===== src/rtl/lc3b_mem_port.sv =====
// lc3b_mem_port: captures bus values into MAR/MDR and runs ready-handshake memory accesses.
// Optional define MEM_TIMEOUT_EN aborts an ACCESS after WAIT_MAX cycles without mem_ready.
module lc3b_mem_port #(
    parameter int WAIT_MAX = 15
) (
    input  logic        clk,
    input  logic        rst,
    input  logic [15:0] bus_in,
    input  logic        ld_mar,
    input  logic        ld_mdr,
    input  logic        mem_req,
    input  logic        mem_wr,
    input  logic        mem_word,
    output logic [15:0] mdr_out,
    output logic        busy,
    output logic        done,
    output logic        mem_err,
    output logic        mem_en,
    output logic        mem_we,
    output logic [1:0]  mem_be,
    output logic [15:0] mem_addr,
    output logic [15:0] mem_wdata,
    input  logic [15:0] mem_rdata,
    input  logic        mem_ready
);
    if (WAIT_MAX < 1 || WAIT_MAX > 255) begin : g_bad_wait_max
        $error("WAIT_MAX must be in 1..255");
    end

    typedef enum logic {IDLE, ACCESS} state_t;

    state_t      state_q, state_d;
    logic [15:0] mar_q, mar_d;
    logic [15:0] mdr_q, mdr_d;
    logic        op_wr_q, op_wr_d;
    logic        op_word_q, op_word_d;
    logic        byte_rd_q, byte_rd_d;
    logic        done_q, done_d;
    logic        err_q, err_d;
    logic [7:0]  byte_sel;

`ifdef MEM_TIMEOUT_EN
    logic [7:0] cnt_q, cnt_d;
    logic       timeout;
    assign timeout = (cnt_q == 8'(WAIT_MAX - 1));
`endif

    always_ff @(posedge clk or posedge rst) begin
        if (rst) begin
            state_q   <= IDLE;
            mar_q     <= '0;
            mdr_q     <= '0;
            op_wr_q   <= 1'b0;
            op_word_q <= 1'b0;
            byte_rd_q <= 1'b0;
            done_q    <= 1'b0;
            err_q     <= 1'b0;
`ifdef MEM_TIMEOUT_EN
            cnt_q     <= '0;
`endif
        end else begin
            state_q   <= state_d;
            mar_q     <= mar_d;
            mdr_q     <= mdr_d;
            op_wr_q   <= op_wr_d;
            op_word_q <= op_word_d;
            byte_rd_q <= byte_rd_d;
            done_q    <= done_d;
            err_q     <= err_d;
`ifdef MEM_TIMEOUT_EN
            cnt_q     <= cnt_d;
`endif
        end
    end

    always_comb begin
        state_d   = state_q;
        mar_d     = mar_q;
        mdr_d     = mdr_q;
        op_wr_d   = op_wr_q;
        op_word_d = op_word_q;
        byte_rd_d = byte_rd_q;
        done_d    = 1'b0;
        err_d     = 1'b0;
`ifdef MEM_TIMEOUT_EN
        cnt_d     = cnt_q;
`endif
        case (state_q)
            IDLE: begin
                if (ld_mar) mar_d = bus_in;
                if (ld_mdr) begin
                    mdr_d     = bus_in;
                    byte_rd_d = 1'b0;
                end
                // Alignment is judged on the MAR value this edge will hold.
                if (mem_req) begin
                    op_wr_d   = mem_wr;
                    op_word_d = mem_word;
                    if (mem_word && mar_d[0]) begin
                        err_d = 1'b1;
                    end else begin
                        state_d = ACCESS;
`ifdef MEM_TIMEOUT_EN
                        cnt_d   = '0;
`endif
                    end
                end
            end
            ACCESS: begin
                if (mem_ready) begin
                    if (!op_wr_q) mdr_d = mem_rdata;
                    byte_rd_d = !op_wr_q && !op_word_q;
                    done_d    = 1'b1;
                    state_d   = IDLE;
                end
`ifdef MEM_TIMEOUT_EN
                else if (timeout) begin
                    err_d   = 1'b1;
                    state_d = IDLE;
                end else begin
                    cnt_d = cnt_q + 8'd1;
                end
`endif
            end
            default: state_d = IDLE;
        endcase
    end

    assign busy      = (state_q == ACCESS);
    assign mem_en    = busy;
    assign mem_we    = busy && op_wr_q;
    assign mem_be    = !busy ? 2'b00 : (op_word_q ? 2'b11 : (mar_q[0] ? 2'b10 : 2'b01));
    assign mem_addr  = {mar_q[15:1], 1'b0};
    assign mem_wdata = op_word_q ? mdr_q : {mdr_q[7:0], mdr_q[7:0]};
    assign done      = done_q;
    assign mem_err   = err_q;

    assign byte_sel  = mar_q[0] ? mdr_q[15:8] : mdr_q[7:0];
    assign mdr_out   = byte_rd_q ? {{8{byte_sel[7]}}, byte_sel} : mdr_q;

endmodule

===== config.mk =====
export PLATFORM = sky130hd
export DESIGN_NAME = lc3b_mem_port
export DESIGN_NICKNAME = d
export VERILOG_FILES = /design/src/rtl/lc3b_mem_port.sv
export SDC_FILE = /design/constraint.sdc
export NUM_CORES = 1
export LEC_CHECK = 0
export CAP_MARGIN = 20
export CORE_MARGIN = 1
export CORE_UTILIZATION = 30
export DETAILED_ROUTE_END_ITERATION = 10
export HOLD_SLACK_MARGIN = 0.05
export PLACE_DENSITY = 0.64
export SYNTH_ARGS = -nofsm -noshare
export SYNTH_HDL_FRONTEND = slang
export SYNTH_SLANG_ARGS = --single-unit

===== constraint.sdc =====
create_clock -name clk -period 3.2 [get_ports clk]
set_clock_uncertainty 0.2 [all_clocks]
set_input_delay 0.8 -clock clk [delete_from_list [all_inputs] [get_ports clk]]
set_output_delay 0.8 -clock clk [all_outputs]
set_load 0.1 [all_outputs]

==> results of run 1 <==
-- placed cells by master (no fill, tap or decap) --
| cell type | synthesis | final |
|---|---|---|
| sky130_fd_sc_hd__o21ai_0 | 25 | 8 |
| sky130_fd_sc_hd__mux2_2 | 10 | 10 |
| sky130_fd_sc_hd__nand3b_2 | 1 | 1 |
| sky130_fd_sc_hd__and2_1 | 2 | 2 |
| sky130_fd_sc_hd__and2_4 | 1 | 1 |
| sky130_fd_sc_hd__o21ai_1 | 0 | 17 |
| sky130_fd_sc_hd__clkinv_1 | 0 | 1 |
| sky130_fd_sc_hd__mux2i_1 | 2 | 2 |
| sky130_fd_sc_hd__nand2b_4 | 1 | 1 |
| sky130_fd_sc_hd__o22ai_1 | 17 | 17 |
| sky130_fd_sc_hd__a21oi_2 | 10 | 10 |
| sky130_fd_sc_hd__conb_1 | 1 | 1 |
| sky130_fd_sc_hd__buf_12 | 1 | 16 |
| sky130_fd_sc_hd__clkdlybuf4s50_1 | 0 | 39 |
| sky130_fd_sc_hd__clkbuf_8 | 0 | 6 |
| sky130_fd_sc_hd__a21oi_1 | 7 | 7 |
| sky130_fd_sc_hd__nor2b_2 | 0 | 1 |
| sky130_fd_sc_hd__nor2b_1 | 3 | 2 |
| sky130_fd_sc_hd__nor2_2 | 0 | 1 |
| sky130_fd_sc_hd__mux2_1 | 9 | 9 |
| sky130_fd_sc_hd__buf_4 | 26 | 42 |
| sky130_fd_sc_hd__inv_1 | 19 | 18 |
| sky130_fd_sc_hd__dfrtp_1 | 38 | 38 |
| sky130_fd_sc_hd__nand2_1 | 19 | 19 |
| sky130_fd_sc_hd__nor2_1 | 2 | 1 |
-- worst max-delay path by stage --
| stage | startpoint | to | slack (ps) | cells past startpoint |
|---|---|---|---|---|
| 2_1_floorplan | mar_q[0]$_DFFE_PP0N_ | mdr_out[0] | -610 | 3 |
| 3_3_place_gp | mem_ready | mdr_q[8]$_DFFE_PP0P_ | 630 | 4 |
| 3_5_place_dp | mem_ready | mdr_q[4]$_DFFE_PP0P_ | 590 | 4 |
| 4_1_cts | mar_q[0]$_DFFE_PP0N_ | mdr_out[11] | 400 | 4 |
| 5_1_grt | mar_q[0]$_DFFE_PP0N_ | mdr_out[11] | 300 | 4 |
| 6_report | mar_q[0]$_DFFE_PP0N_ | mdr_out[11] | 420 | 4 |
-- registers in the layout (all words and copies together), names as in the netlist --
signal	flops
mar_q	16
mdr_q	16
busy	1
byte_rd_q	1
done	1
mem_err	1
op_word_q	1
op_wr_q	1
-- Yosys cell counts --
library cell               number
sky130_fd_sc_hd__dfrtp_1       38
sky130_fd_sc_hd__buf_4         26
sky130_fd_sc_hd__o21ai_0       25
sky130_fd_sc_hd__inv_1         19
sky130_fd_sc_hd__nand2_1       19
sky130_fd_sc_hd__o22ai_1       17
sky130_fd_sc_hd__a21oi_2       10
sky130_fd_sc_hd__mux2_2        10
sky130_fd_sc_hd__mux2_1         9
sky130_fd_sc_hd__a21oi_1        7
sky130_fd_sc_hd__clkbuf_1       6
sky130_fd_sc_hd__buf_6          3
sky130_fd_sc_hd__nor2b_1        3
sky130_fd_sc_hd__and2_1         2
sky130_fd_sc_hd__mux2i_1        2
sky130_fd_sc_hd__nor2_1         2
sky130_fd_sc_hd__and2_4         1
sky130_fd_sc_hd__buf_12         1
sky130_fd_sc_hd__buf_2          1
sky130_fd_sc_hd__conb_1         1
sky130_fd_sc_hd__nand2b_4       1
sky130_fd_sc_hd__nand3b_2       1
-- stage by stage --
stage	hold slack, ps	setup WS (ps)	setup TNS (ps)	instances	utilization (%)
after floorplan	259	-614	-4800	204	-
after global placement	271	631	0	341	44.7
after detailed placement	280	591	0	341	44.7
after CTS	296	400	0	347	46.0
after global routing	315	302	0	347	46.0
final	293	418	0	347	46.0
-- worst max-delay path: stages, from the launching register on --
cell	delay, ps
sky130_fd_sc_hd__dfrtp_1	440
sky130_fd_sc_hd__mux2_2	350
sky130_fd_sc_hd__nand2_1	280
sky130_fd_sc_hd__o21ai_1	210
sky130_fd_sc_hd__buf_12	210
-- cell type report --
cell class	instances	area, um2
well taps	77	96.3
multi-input cells	110	741
inverters	19	71.3
repair buffers	97	1030
clock buffers	6	82.6
fillers	637	3490
flip-flops and latches	38	951
-- cell families after synthesis --
family / count (synthesis) / share of synthesized area, %
AND/OR/NAND/NOR: 29 / 7.07
AO/OA/AOI/OAI: 59 / 17.4
multiplexers: 21 / 11.5
flip-flops: 38 / 46.7
other: 1 / 0.184
buffers and inverters: 56 / 17.1
-- metal layers --
layer | global-route usage [%] | routed length (um)
met5 | 0 | 0
met3 | 3.93 | 359
met1 | 20.4 | 2540
met2 | 25.3 | 2550
met4 | 4.78 | 59
==> run summary, run 1 <==
After the first detailed-routing iteration, the DRC count stood at 92. The tools report the total number of yosys warnings as 0. After detailed routing, the number of vias per cell comes to 4.71.

Routability congestion estimate from global placement: 0.773. The synthesized netlist occupies a cell area of 2030 um2. Horizontal die dimension: 84.4 um. In this run, synthesis produced a sequential element count of 38. The depth of the worst hold-timing path is 1, and the count of standard-cell rows is 29. The detailed-route DRC error count was 7; the part of the Yosys area used for sequential elements was 46.7%. Initial antenna violation count: 0. In this run the vertical extent of the chip is 84.4 um.

TritonCTS created 5 clock buffers. TritonCTS built the clock tree. The first-pass GRT wire length was 8.56 mm. In this run the critical register-to-register path is captured at mdr_q[4]$_DFFE_PP0P_. 0 antenna diodes ended up in the layout. For the worst setup path, the data arrival time is 1780 ps. The top-area cell type share of the netlist area is 46.7%, and the unique cell type count in the Yosys netlist is 22. The minimum period implied by the final worst setup slack is 2780 ps, and the overall die area is 7110 um2. For hold timing, the worst endpoint is mar_q[6]$_DFFE_PP0P_.

The max-cap check violation count was 0. 95 I/O pins were placed. In this run the worst hold path is classified as register to register. The overall routed net length was 5.51 mm; the final routed wire length divided by cell count was 15.9 um. Port buffering added 93 buffers.

The total routing usage reported by global routing came out at 15.5%. The setup path with the least slack is of type register to output port. Worst reg2reg path startpoint: busy$_DFF_PP0_.

For this configuration, the core starts out at a cell density of 31.5%. In this run the register-to-register setup slack is 1390 ps. By area the synthesized netlist is led by sky130_fd_sc_hd__dfrtp_1, sky130_fd_sc_hd__buf_4, sky130_fd_sc_hd__o21ai_0.

Setup violations remaining at the end of the flow were counted as 0. Counting cells, the worst reg-to-reg path comes to 3. The total grt overflow was 0. The logs give 2970 um2 for the cell area after layout and 38 for the number of sinks handled by clock tree synthesis. Detailed placement finished with a half-perimeter wire length of 4.04 mm. The number of global-route vias before repair was 1680. The root buffer cell is sky130_fd_sc_hd__clkbuf_8. Entering global routing, the biggest net connects 22 pins. The total via count after detailed routing came out at 1634. In this run the worst path has a maximum fanout of 9. The later pin in the worst-skew pair is clocked with a latency of 280 ps. Required time of the critical path: 2200 ps.

In this run the cell area measured after placement is 2890 um2. The first detailed-routing pass ran for 9 iterations. For this run, the top clock speed supported by timing is 359 MHz. The number of nets in the synthesized netlist is 244. The startpoint of the tightest hold check path was mar_q[6]$_DFFE_PP0P_. A synthesized cell averages 9.97 um2. The count of instances resized after the clock tree is built came out at 0. The final number of max-transition violations is 0, and the transition time at the pin with the least slew margin is 686 ps. The count of nets left with antenna violations once routing finished came out at 0. Setup repair after global routing left no endpoint under its margin. STA classifies the critical path endpoint as an output port. Sort of element at the start of the critical path: a register.

The fraction of final layout cells with drive strength greater than 1 was 33.0%; the H-tree depth was 2. The layout overhead on the synthesized area works out to 45.9%. The cell count after synthesis came out at 204.

For this design, the CTS-stage hold fixing added 0 buffers. No sink is reached through more buffers than the 2 on the longest clock path. The number of setup buffers added after CTS is 0. The tools report the number of nets at the end of the flow as 311.

The clock edge transition at the registers on the reported setup and hold paths works out to 70 ps. The final reports fail on DRC. The run finished, with violations left. The share of the clock period used by the worst path is 86.9%. Core box area: 6460 um2. The max-slew headroom at the worst pin was 54.0%. The run gives 0 as the final count of hold timing violations.

Cell taking the most area after synthesis: sky130_fd_sc_hd__dfrtp_1.
Power of run 1 is not shown: default switching activity piles up to over one toggle a cycle in this logic, so the estimate is an artifact.
==> inputs of run 2 (changes only) <==
--- a/config.mk
+++ b/config.mk
@@ -6,11 +6,14 @@
 export NUM_CORES = 1
 export LEC_CHECK = 0
 export CAP_MARGIN = 20
+export CORE_ASPECT_RATIO = 1.2
 export CORE_MARGIN = 1
 export CORE_UTILIZATION = 30
+export CTS_CLUSTER_DIAMETER = 200
 export DETAILED_ROUTE_END_ITERATION = 10
 export HOLD_SLACK_MARGIN = 0.05
 export PLACE_DENSITY = 0.64
+export REMOVE_ABC_BUFFERS = 1
 export SYNTH_ARGS = -nofsm -noshare
 export SYNTH_HDL_FRONTEND = slang
 export SYNTH_SLANG_ARGS = --single-unit
==> run 2 against run 1 <==
The run now ends clean; register-to-register slack improved by 110 ps; die area barely moved; sequential share of layout area barely moved; routed wire length fell by 1.5%; worst hold slack got worse by 1.7 ps; worst setup slack got worse by 170 ps; critical path depth fell by 1; critical endpoint is now mdr_out[0]; largest cell class unchanged.
==> run summary, run 2 (synthesis results as in run 1) <==
The pin count of the biggest net entering global routing was 39 (was 22); the post-cts hold buffer count was 0 (unchanged). The tools report the first-pass GRT wire length as 8.60 mm (was 8.56 mm). The worst setup timing slack at the placement stage came out at 582 ps (was 591 ps). The run gives 0.712 (was 0.773) as the routability congestion estimate from global placement. For the clock tree buffer depth, the log shows 2 (unchanged). The top fanout value on the critical path works out to 14 (was 9).

The share of the clock period used by the worst path is 92.3% (was 86.9%), and the final count of hold timing violations is 0 (unchanged). The minimum period implied by the final worst setup slack works out to 2950 ps (was 2780 ps). Most used cells in the layout excluding fill and tap cells: sky130_fd_sc_hd__buf_4, sky130_fd_sc_hd__clkdlybuf4s50_1, sky130_fd_sc_hd__dfrtp_1 (unchanged). The logs give 5.43 mm (was 5.51 mm) for the overall routed net length and 0 (unchanged) for the initial antenna violation count. The tools report the number of endpoints failing setup at the final stage as 0 (unchanged). The H-tree depth is 2 (unchanged). The transition time at the pin with the least slew margin works out to 626 ps (was 686 ps). Sum of net half-perimeters after detailed placement: 4.00 mm (was 4.04 mm). The kind of cell adding the most delay to the critical path was flip-flops (unchanged). The tools report the final number of max-transition violations as 0 (unchanged).

The tools report the maximum frequency from static timing analysis as 339 MHz (was 359 MHz). The layout overhead on the synthesized area is 45.9% (about the same), and the initial core utilization is 31.4% (was 31.5%). The number of sinks handled by clock tree synthesis was 38 (unchanged); the combined buffer and inverter count along the critical path was 1 (unchanged). Core box area: 6490 um2 (was 6460 um2). The tools report the post-route worst setup slack as 247 ps (was 418 ps).

The post-route core utilization came out at 45.8% (was 46.0%). The most common cell after layout, fill and taps aside was sky130_fd_sc_hd__buf_4 (unchanged). Detailed-route DRC error count: 0 (was 7).

The fraction of final layout cells with drive strength greater than 1 was 32.1% (was 33.0%); the number of nets at the end of the flow was 311 (unchanged). The run gives 0 (unchanged) as the number of inserted diodes. The tools report the number of routed nets with antenna violations as 0 (unchanged). For the overall die area, the log shows 7120 um2 (was 7110 um2).

The number of ports placed on the die boundary was 95 (unchanged); the clock edge transition at the registers on the reported setup and hold paths was 70 ps (about the same). The count of standard-cell rows came out at 32 (was 29). The type of the worst min-delay path is register to register (unchanged). The horizontal die dimension is 77.2 um (was 84.4 um). Setup repair after global routing left no endpoint under its margin. Hold slack: 291 ps (was 293 ps). The number of violations reported at the end of detailed-routing iteration 0 was 65 (was 92); the total routing usage reported by global routing was 16.0% (was 15.5%).

The height of the chip was 92.2 um (was 84.4 um). TritonCTS built the clock tree. The total grt overflow is 0 (unchanged). The sum of negative setup slack was 0 ps (unchanged).

Biggest regs: mar_q (16), mdr_q (16) (unchanged). The insertion delay to the later sink of the worst-skew pair was 280 ps (about the same). The tools report the sort of element at the start of the critical path as a register (unchanged).

The max-slew headroom at the worst pin was 58.3% (was 54.0%); the arrival time reported for the critical path endpoint was 1950 ps (was 1780 ps). Cell at the slowest stage of the critical path: sky130_fd_sc_hd__dfrtp_1 (unchanged). The largest incremental delay on the critical path is 540 ps (was 440 ps). The category of the worst setup path capture point was an output port (unchanged).

The tools report the required time of the critical path as 2200 ps (about the same). The number of port buffers works out to 93 (unchanged). For the number of search-and-repair iterations in the first detailed-routing pass, the log shows 4 (was 9). The type of the worst setup path was register to output port (unchanged).

Sequence of cells on the critical path: nand2_1 > o21ai_0 > buf_12 (was mux2_2 > nand2_1 > o21ai_1 > buf_12). Number of global-route vias before repair: 1636 (was 1680). The root buffer cell is sky130_fd_sc_hd__clkbuf_8 (unchanged). The final routed wire length divided by cell count is 15.3 um (was 15.9 um), and the max-cap check violation count is 0 (unchanged). The number of buffers created by CTS was 5 (unchanged); the via-per-instance ratio was 4.58 (was 4.71). The number of post-CTS setup repair buffers came out at 0 (unchanged).

The logs give 1632 (was 1634) for the total via count after detailed routing and 0 (unchanged) for the count of instances resized after the clock tree is built. The run finished with clean final reports.
[run 2: changes by cell type in the layout (fill, tap and decap cells not counted)]
cell | before | now
sky130_fd_sc_hd__o21ai_0 | 8 | 25
sky130_fd_sc_hd__o21ai_1 | 17 | 0
sky130_fd_sc_hd__clkbuf_1 | 0 | 2
sky130_fd_sc_hd__clkbuf_8 | 6 | 5
sky130_fd_sc_hd__nor2_1 | 1 | 2
sky130_fd_sc_hd__nor2_2 | 1 | 0
[run 2: final timing paths]
kind | startpoint | end | cells past startpoint | slack (ps)
setup / recovery | byte_rd_q$_DFFE_PP0P_ | mdr_out[0] | 3 | 250
hold / removal | mar_q[6]$_DFFE_PP0P_ | mar_q[6]$_DFFE_PP0P_ | 1 | 290
setup reg to reg | busy$_DFF_PP0_ | mdr_q[5]$_DFFE_PP0P_ | 3 | 1500
hold reg to reg | mar_q[6]$_DFFE_PP0P_ | mar_q[6]$_DFFE_PP0P_ | 1 | 290
max in group asynchronous | rst | mdr_q[0]$_DFFE_PP0P_ | 3 | 1720
min in group asynchronous | rst | mar_q[3]$_DFFE_PP0P_ | 3 | 740
[run 2: per-stage QoR]
step                cell area [um2]  cells
detailed placement             2890    349
CTS                            2970    356
global placement               2890    349
finish                         2970    356
global route                   2970    356
floorplan                      1760    167
[run 2: cell type report]
| type | count | area [um2] |
|---|---|---|
| Timing Repair Buffer | 97 | 1030 |
| Inverter | 19 | 71.3 |
| Clock buffer | 7 | 76.3 |
| Sequential cell | 38 | 951 |
| Fill cell | 663 | 3520 |
| Multi-Input combinational cell | 110 | 738 |
| Tap cell | 85 | 106 |
[run 2: per-layer routing]
layer	track usage (%)	routed length, um
met1	18.8	2240
met2	28.2	2820
met3	4.58	308
met4	4.25	59
met5	0	0
Power of run 2 is left out for the same reason.
